`src/rtl/sys_ctrl_tx_sched.sv`:
```
// Transmit scheduler: queues ALU results (two bytes, low first) and register-read
// bytes into a small FIFO and hands them to the UART Tx under a Valid/Busy handshake.
module sys_ctrl_tx_sched #(
  parameter int DEPTH   = 8,
  parameter int TIMEOUT = 15
) (
  input  logic        CLK,
  input  logic        RST,
  input  logic [15:0] ALU_OUT,
  input  logic        OUT_Valid,
  input  logic [7:0]  RdData,
  input  logic        RdData_Valid,
  input  logic        Busy,
  output logic [7:0]  TX_P_DATA,
  output logic        TX_D_VLD,
  output logic        DROP,
  output logic        TX_TMO,
  output logic        EMPTY
);

  localparam int AW = $clog2(DEPTH);
  localparam int CW = AW + 1;
  localparam int TW = (TIMEOUT > 2) ? $clog2(TIMEOUT) : 1;

  typedef enum logic [1:0] {IDLE, REQ, XMIT} state_t;

  state_t        state_reg, state_next;
  logic [7:0]    mem_reg  [DEPTH];
  logic [7:0]    mem_next [DEPTH];
  logic [AW-1:0] wr_ptr_reg, wr_ptr_next, rd_ptr_reg, rd_ptr_next;
  logic [AW-1:0] wr_ptr_p1, rd_slot;
  logic [CW-1:0] count_reg, count_next, free;
  logic [TW-1:0] tmo_cnt_reg, tmo_cnt_next;
  logic [7:0]    tx_data_reg, tx_data_next;
  logic          tx_vld_reg, tx_vld_next;
  logic          tmo_reg, tmo_next;
  logic          drop_reg, empty_reg;
  logic          alu_ok, rd_ok, pop;
  logic [CW-1:0] push_n;

  // Capacity is judged on occupancy at the start of the cycle; ALU has priority.
  assign free      = CW'(DEPTH) - count_reg;
  assign alu_ok    = OUT_Valid && (free >= CW'(2));
  assign rd_ok     = RdData_Valid && (OUT_Valid ? (free >= CW'(3)) : (free >= CW'(1)));
  assign push_n    = (alu_ok ? CW'(2) : CW'(0)) + (rd_ok ? CW'(1) : CW'(0));
  assign wr_ptr_p1 = wr_ptr_reg + AW'(1);
  assign rd_slot   = alu_ok ? (wr_ptr_reg + AW'(2)) : wr_ptr_reg;

  generate
    for (genvar gi = 0; gi < DEPTH; gi++) begin : g_entry
      always_comb begin
        mem_next[gi] = mem_reg[gi];
        if (alu_ok && wr_ptr_reg == AW'(gi))
          mem_next[gi] = ALU_OUT[7:0];
        else if (alu_ok && wr_ptr_p1 == AW'(gi))
          mem_next[gi] = ALU_OUT[15:8];
        else if (rd_ok && rd_slot == AW'(gi))
          mem_next[gi] = RdData;
      end
    end
  endgenerate

  always_ff @(posedge CLK) begin
    mem_reg <= mem_next;
  end

  assign wr_ptr_next = wr_ptr_reg + push_n[AW-1:0];
  assign rd_ptr_next = rd_ptr_reg + (pop ? AW'(1) : AW'(0));
  assign count_next  = count_reg + push_n - (pop ? CW'(1) : CW'(0));

  always_comb begin
    state_next   = state_reg;
    tx_data_next = tx_data_reg;
    tx_vld_next  = tx_vld_reg;
    tmo_cnt_next = tmo_cnt_reg;
    tmo_next     = 1'b0;
    pop          = 1'b0;
    case (state_reg)
      IDLE: begin
        if (count_reg != '0 && !Busy) begin
          tx_data_next = mem_reg[rd_ptr_reg];
          pop          = 1'b1;
          tx_vld_next  = 1'b1;
          tmo_cnt_next = '0;
          state_next   = REQ;
        end
      end
      REQ: begin
        if (Busy) begin
          tx_vld_next = 1'b0;
          state_next  = XMIT;
        end else if (tmo_cnt_reg == TW'(TIMEOUT - 1)) begin
          // Byte is abandoned, not retried.
          tx_vld_next = 1'b0;
          tmo_next    = 1'b1;
          state_next  = IDLE;
        end else begin
          tmo_cnt_next = tmo_cnt_reg + TW'(1);
        end
      end
      XMIT: begin
        if (!Busy) state_next = IDLE;
      end
      default: state_next = IDLE;
    endcase
  end

  always_ff @(posedge CLK or negedge RST) begin
    if (!RST) begin
      state_reg   <= IDLE;
      wr_ptr_reg  <= '0;
      rd_ptr_reg  <= '0;
      count_reg   <= '0;
      tmo_cnt_reg <= '0;
      tx_data_reg <= '0;
      tx_vld_reg  <= 1'b0;
      tmo_reg     <= 1'b0;
      drop_reg    <= 1'b0;
      empty_reg   <= 1'b1;
    end else begin
      state_reg   <= state_next;
      wr_ptr_reg  <= wr_ptr_next;
      rd_ptr_reg  <= rd_ptr_next;
      count_reg   <= count_next;
      tmo_cnt_reg <= tmo_cnt_next;
      tx_data_reg <= tx_data_next;
      tx_vld_reg  <= tx_vld_next;
      tmo_reg     <= tmo_next;
      drop_reg    <= (OUT_Valid && !alu_ok) || (RdData_Valid && !rd_ok);
      empty_reg   <= (state_reg == IDLE) && (count_reg == '0);
    end
  end

  assign TX_P_DATA = tx_data_reg;
  assign TX_D_VLD  = tx_vld_reg;
  assign DROP      = drop_reg;
  assign TX_TMO    = tmo_reg;
  assign EMPTY     = empty_reg;

endmodule

```
`config.mk`:
```
export PLATFORM = sky130hd
export DESIGN_NAME = sys_ctrl_tx_sched
export DESIGN_NICKNAME = d
export VERILOG_FILES = /design/src/rtl/sys_ctrl_tx_sched.sv
export SDC_FILE = /design/constraint.sdc
export NUM_CORES = 1
export LEC_CHECK = 0
export ABC_AREA = 1
export CELL_PAD_IN_SITES_DETAIL_PLACEMENT = 1
export CELL_PAD_IN_SITES_GLOBAL_PLACEMENT = 1
export CORE_ASPECT_RATIO = 0.7
export CORE_UTILIZATION = 46
export CTS_BUF_LIST = sky130_fd_sc_hd__clkbuf_4
export DETAILED_ROUTE_END_ITERATION = 6
export PLACE_DENSITY = 0.83
export SYNTH_ARGS = -nofsm -noshare
export SYNTH_HDL_FRONTEND = slang
export SYNTH_SLANG_ARGS = --single-unit
export TNS_END_PERCENT = 1
```
`constraint.sdc`:
```
create_clock -name CLK -period 3.55 [get_ports CLK]
set_input_delay 0.71 -clock CLK [delete_from_list [all_inputs] [get_ports CLK]]
set_output_delay 0.71 -clock CLK [all_outputs]
set_load 0.02 [all_outputs]
```
==> Yosys cells after proc, flatten, opt, wreduce, memory -nomap -nowiden <==
Cells that the tools add are included.
{ "totals": {"reg_bits": 92, "input_bits": 29, "out_inout_bits": 12, "word_cells": 165} }
{ "classes": {"n_addsub": 9, "order_cmp": 4, "eq_ne": 29, "n_mux": 51, "bitwise": 1, "reduce_logical": 53} }
{ "ops": {"columns": ["op", "count"], "rows": [
  ["two-way mux 8 bit", 26],
  ["equality test 3 bit, second input constant", 12],
  ["logical AND 1 bit", 30],
  ["binary-select mux 8 bit (select 3 bit)", 1],
  ["nonzero test 3 bit", 8],
  ["equality test 3 x 2 -> 1 bit, second input constant", 6],
  ["two-way mux 1 bit", 12],
  ["two-way mux 4 bit", 3],
  ["two-way mux 2 bit", 5],
  ["equality test 3 x 1 -> 1 bit, second input constant", 3],
  ["logical NOT 3 bit", 3],
  ["greater-or-equal comparator 4 x 2 -> 1 bit, second input constant", 2],
  ["!= test 2 bit, second input constant", 4],
  ["one-hot mux 4 bit (2 select lines)", 1],
  ["one-hot mux 2 bit (3 select lines)", 1],
  ["AND reduction 3 bit", 2],
  ["adder 4 x 1 -> 4 bit, second input constant", 1],
  ["adder 4 x 3 -> 4 bit", 1],
  ["equality test 4 bit, second input constant", 1],
  ["greater-or-equal comparator 4 x 1 -> 1 bit, second input constant", 1],
  ["greater-or-equal comparator 4 bit, second input constant", 1],
  ["logical NOT 4 bit", 1],
  ["inverter 3 -> 4 bit", 1],
  ["AND reduction 4 bit", 1],
  ["other kinds (18)", 20]
]} }

==> Logic depth before layout (Yosys ltp) <==
{ "depth": {"word_depth": 9, "mapped_depth": 15, "depth_no_buf": 14} }

==> Least setup slack after synthesis <==
OpenSTA, ideal clock, no wires.
{ "synth_timing": {"path_kind": "reg-to-reg", "startpoint": "register count_reg[0]", "endpoint": "register mem_reg[16] (netlist bit) (enable)", "setup_ns": 0.374, "arrival_time_ns": 2.252, "required_time_ns": 3.176, "slack_ns": 0.925, "path_stages_with_launch": 12, "path_buffers": 1, "synth_period_minus_slack_ns": 2.625, "cell_sequence": "dfrtp_1 -> inv_1 -> ha_1 -> nor2_1 -> nand4_2 -> nand2_1 -> inv_2 -> buf_2 -> ha_1 -> inv_1 -> nand4_1 -> o21ai_1"} }
{ "synth_between": {"elab_chain_len": 7, "elab_cells_between_ends": 13, "cone_classes": "add/sub: 1; order compare: 3; eq/ne: 1; mux: 2; reduce/logical: 6"} }
{ "synth_rtl": {"columns": ["element", "line_no", "rtl"], "rows": [
  ["from (decl)", "32", "logic [CW-1:0] count_reg, count_next, free;"],
  ["from (signal assigned)", "124", "count_reg <= count_next;"],
  ["subtractor 4 bit (*)", "42", "assign free = CW'(DEPTH) - count_reg;"],
  ["greater-or-equal comparator 4 x 2 -> 1 bit", "43", "assign alu_ok = OUT_Valid && (free >= CW'(2));"],
  ["logical AND 1 bit", "43", null],
  ["two-way mux 3 bit", "47", "assign rd_slot = alu_ok ? (wr_ptr_reg + AW'(2)) : wr_ptr_reg;"],
  ["equality test 3 bit", "57", "else if (rd_ok && rd_slot == AW'(gi))"],
  ["logical AND 1 bit", "57", null],
  ["nonzero test 3 bit (no line) (*)", null, null],
  ["to (signal assigned)", "64", "mem_reg <= mem_next;"],
  ["to (decl)", "28", "logic [7:0] mem_reg [DEPTH];"]
]} }
Mark *: on every way between the ends. The rest lies on a longest branch, timed or not.
A chain may end at the register's enable or synchronous reset.

==> Final worst setup path <==
{ "layout_timing": {"startpoint": "register count_reg[0]", "endpoint": "register mem_reg[23] (netlist bit) (enable)"} }
The elaborated chain is that of the path after synthesis.

==> flow_summary.json <==
{
  "hold_buffers": 0,
  "root_buffer": "clkbuf_4",
  "antenna_found_initial": 0,
  "worstSkewPairLatency_ns": 0.45,
  "area_growth_pct": 9.866,
  "grt_max_degree": 82,
  "crit_buf_inv": 3,
  "ios": 41,
  "start_util": 0.4798,
  "fillCellCount": 1549,
  "tightestPinTransition_ns": 1.040,
  "yosysUniqueCellTypes": 30,
  "cp_top_family": "compound AO/OA/AOI/OAI gates",
  "slowest_delay_ns": 0.74,
  "path_class": "register to register",
  "synth_area_leaders": "edfxtp_1, nand2_1, dfrtp_1",
  "via_count": 6095,
  "p_int_uw": 3081,
  "ir_drop_uv": 446.3,
  "crit_path_end_kind": "register",
  "synth_top_area_share": 0.3170,
  "crit_chain": "inv_1 > ha_1 > nor2_1 > nand4_4 > nand2_1 > inv_2 > ha_1 > inv_1 > nand4_1 > o21ai_1",
  "wirelength_mm": 23.27,
  "synthMuxAreaShare": 0,
  "numCtsBuffers": 9,
  "syn_avg_cell_area_um2": 7.832,
  "power.switching_uw": 3155,
  "fin_tns_setup_ns": 0,
  "ant_nets": 0,
  "synthAdderAreaFrac": 0.04376,
  "viasPerCell": 6.389,
  "route.detailed.drc": 2,
  "period_needed_ns": 3.105,
  "skew_ns": 0.03326,
  "yosys_warnings": 0,
  "fin_nets": 836,
  "clkSinkCount": 92,
  "maxSlewViolCount": 0,
  "grt_pass1_wl_mm": 35.08,
  "multiInputGateArea_mm2": 0.002993,
  "rows": 34,
  "die_height_um": 98.05,
  "placedCellCount": 938,
  "synth_top_family_by_area": "simple AND/OR/NAND/NOR gates",
  "synth_nets": 823,
  "synth_compound_area_frac": 0.06873,
  "regArea_mm2": 0.002624,
  "wl_per_cell_um": 24.39,
  "finalSetupViolCount": 0,
  "p_per_area_mw_per_mm2": 936.3,
  "synth_area_leader_cell": "edfxtp_1",
  "arrival_ns": 3.17,
  "cp_max_fo": 8,
  "netlist_top_cells_count": "nand2_1, nand3_1, nand4_1",
  "ys_seq_area_frac": 0.4328,
  "dpl.hpwl_mm": 16.65,
  "required_ns": 3.62,
  "die_area_mm2": 0.01365,
  "synthCells": 774,
  "cap_viol_max_count": 0,
  "final_hold_viol_count": 0,
  "cts_tree": "yes",
  "outcome": "finished, violations left",
  "die-width_um": 139.2,
  "clockBufferDepth": 2,
  "p_leak_uw": 0.002873,
  "syn-cell-area_mm2": 0.006062,
  "synth_most_common_cell": "nand2_1",
  "pre_cts_ws_ns": 0.6236,
  "combPwrFrac": 0.537,
  "fmax_mhz": 322.0,
  "initialDrtViolationCount": 891,
  "cts_resized": 0,
  "rsz0062_at_grt": "no",
  "critPathSlowestCell": "o21ai_1",
  "clkTransAtPathRegs_ns": 0.15,
  "cts_post_setup_buffers_inserted": 0,
  "grt_pass1_vias": 5671,
  "r2r_cells": 10,
  "synth-xor-area-share": 0.008669,
  "core_mm2": 0.01263,
  "port_buffers": 40,
  "finalCritPeriodShare": 0.8747,
  "worst-path-stages": 10,
  "grt-ovfl-total": 0,
  "synth_edf_count": 64,
  "min_path_cells": 2,
  "grt_usage": 0.3515,
  "clkPwrFrac": 0.122,
  "instances_no_fill": 954,
  "p_seq_frac": 0.341,
  "async_flop_share": 0.3043,
  "synth-simple-area-share": 0.3711,
  "hold_ws_ns": 0.5006,
  "yosys_most_used_dff": "edfxtp_1",
  "drive_above_1_share": 0.07323,
  "antennaDiodeCount": 0,
  "fin_ws_ns": 0.4448,
  "gp_congestion": 0.9434,
  "hold_path_class": "register to register",
  "synth-seq-cells": 92,
  "relSlewSlack": 0.3069,
  "largest_reg_flops": 64,
  "swShare": 0.5059,
  "critPathLaunchType": "register",
  "violations": "DRC",
  "htreeDepth": 3,
  "drtPass1Iterations": 7
}
-- placed cells by master (no fill, tap or decap), drive strengths merged --
cell / count
nand2: 191
nand3: 140
nor2: 77
o21ai: 72
nand4: 69
edfxtp: 64
inv: 54
clkdlybuf4s50: 39
dfrtp: 27
ha: 18
clkbuf: 10
buf: 8
xnor2: 4
a21oi: 4
o211ai: 4
bufinv: 3
xor2: 2
fa: 2
clkinv: 2
dfstp: 1
o22ai: 1
-- cell type report --
cell class	count	share of cell area
clock buffer	10	0.01127
clock inverter	6	0.01785
inverter	53	0.02987
multi-input combinational	584	0.4494
sequential	92	0.3940
tap	162	0.03043
timing repair buffer	47	0.06726
-- layer usage --
| layer | global-route usage | routed length, um | vias to the layer above |
|---|---|---|---|
| met5 | 0 | 0 | - |
| met4 | 0.07436 | 383 | 0 |
| met3 | 0.09711 | 2830 | 36 |
| li1 | - | - | 2703 |
| met2 | 0.5085 | 9647 | 384 |
| met1 | 0.5214 | 10410 | 2972 |
-- kinds of logic (layout without fill, tap and decap cells) --
logic type               count (synthesis)  after routing
AO/OA/AOI/OAI                           81             81
XOR/XNOR                                 6              6
adder cells (fa/ha/maj)                 20             20
buffers and inverters                   98            116
flip-flops                              92             92
AND/OR/NAND/NOR                        477            477
-- power groups by stage --
stage	registers (uW)	clock network (uW)	logic, uW
6_report	2130	762	3350
5_1_grt	2170	801	3620
4_1_cts	2120	771	3250
3_5_place_dp	2130	0	3190
3_3_place_gp	2100	0	3030
2_1_floorplan	2040	0	2180
-- tightest hold or removal path: cells and delay by family (launching register included) --
family | cells | cell delay (ns)
and+or+nand+nor | 2 | 0.10
DFF | 1 | 0.37
-- through the flow --
| step | utilization | instance area (um^2) | power, uW |
|---|---|---|---|
| floorplan | - | 6062 | 4217 |
| global placement | 0.5118 | 6466 | 5137 |
| detailed placement | 0.5118 | 6466 | 5323 |
| CTS | 0.5271 | 6660 | 6147 |
| global route | 0.5271 | 6660 | 6590 |
| finish | 0.5271 | 6660 | 6236 |
-- final timing paths --
kind	start	end	slack, ns
worst max-delay path	count_reg[0]	mem_reg[23]	0.44
worst min-delay path	TX_P_DATA[7]	TX_P_DATA[7]	0.50
worst max register to register	count_reg[0]	mem_reg[23]	0.44
worst min register to register	TX_P_DATA[7]	TX_P_DATA[7]	0.50
max in group asynchronous	RST	EMPTY	2.59
min in group asynchronous	RST	tmo_cnt_reg[1]	0.63
Note: power is estimated with default switching activity, not from simulation.
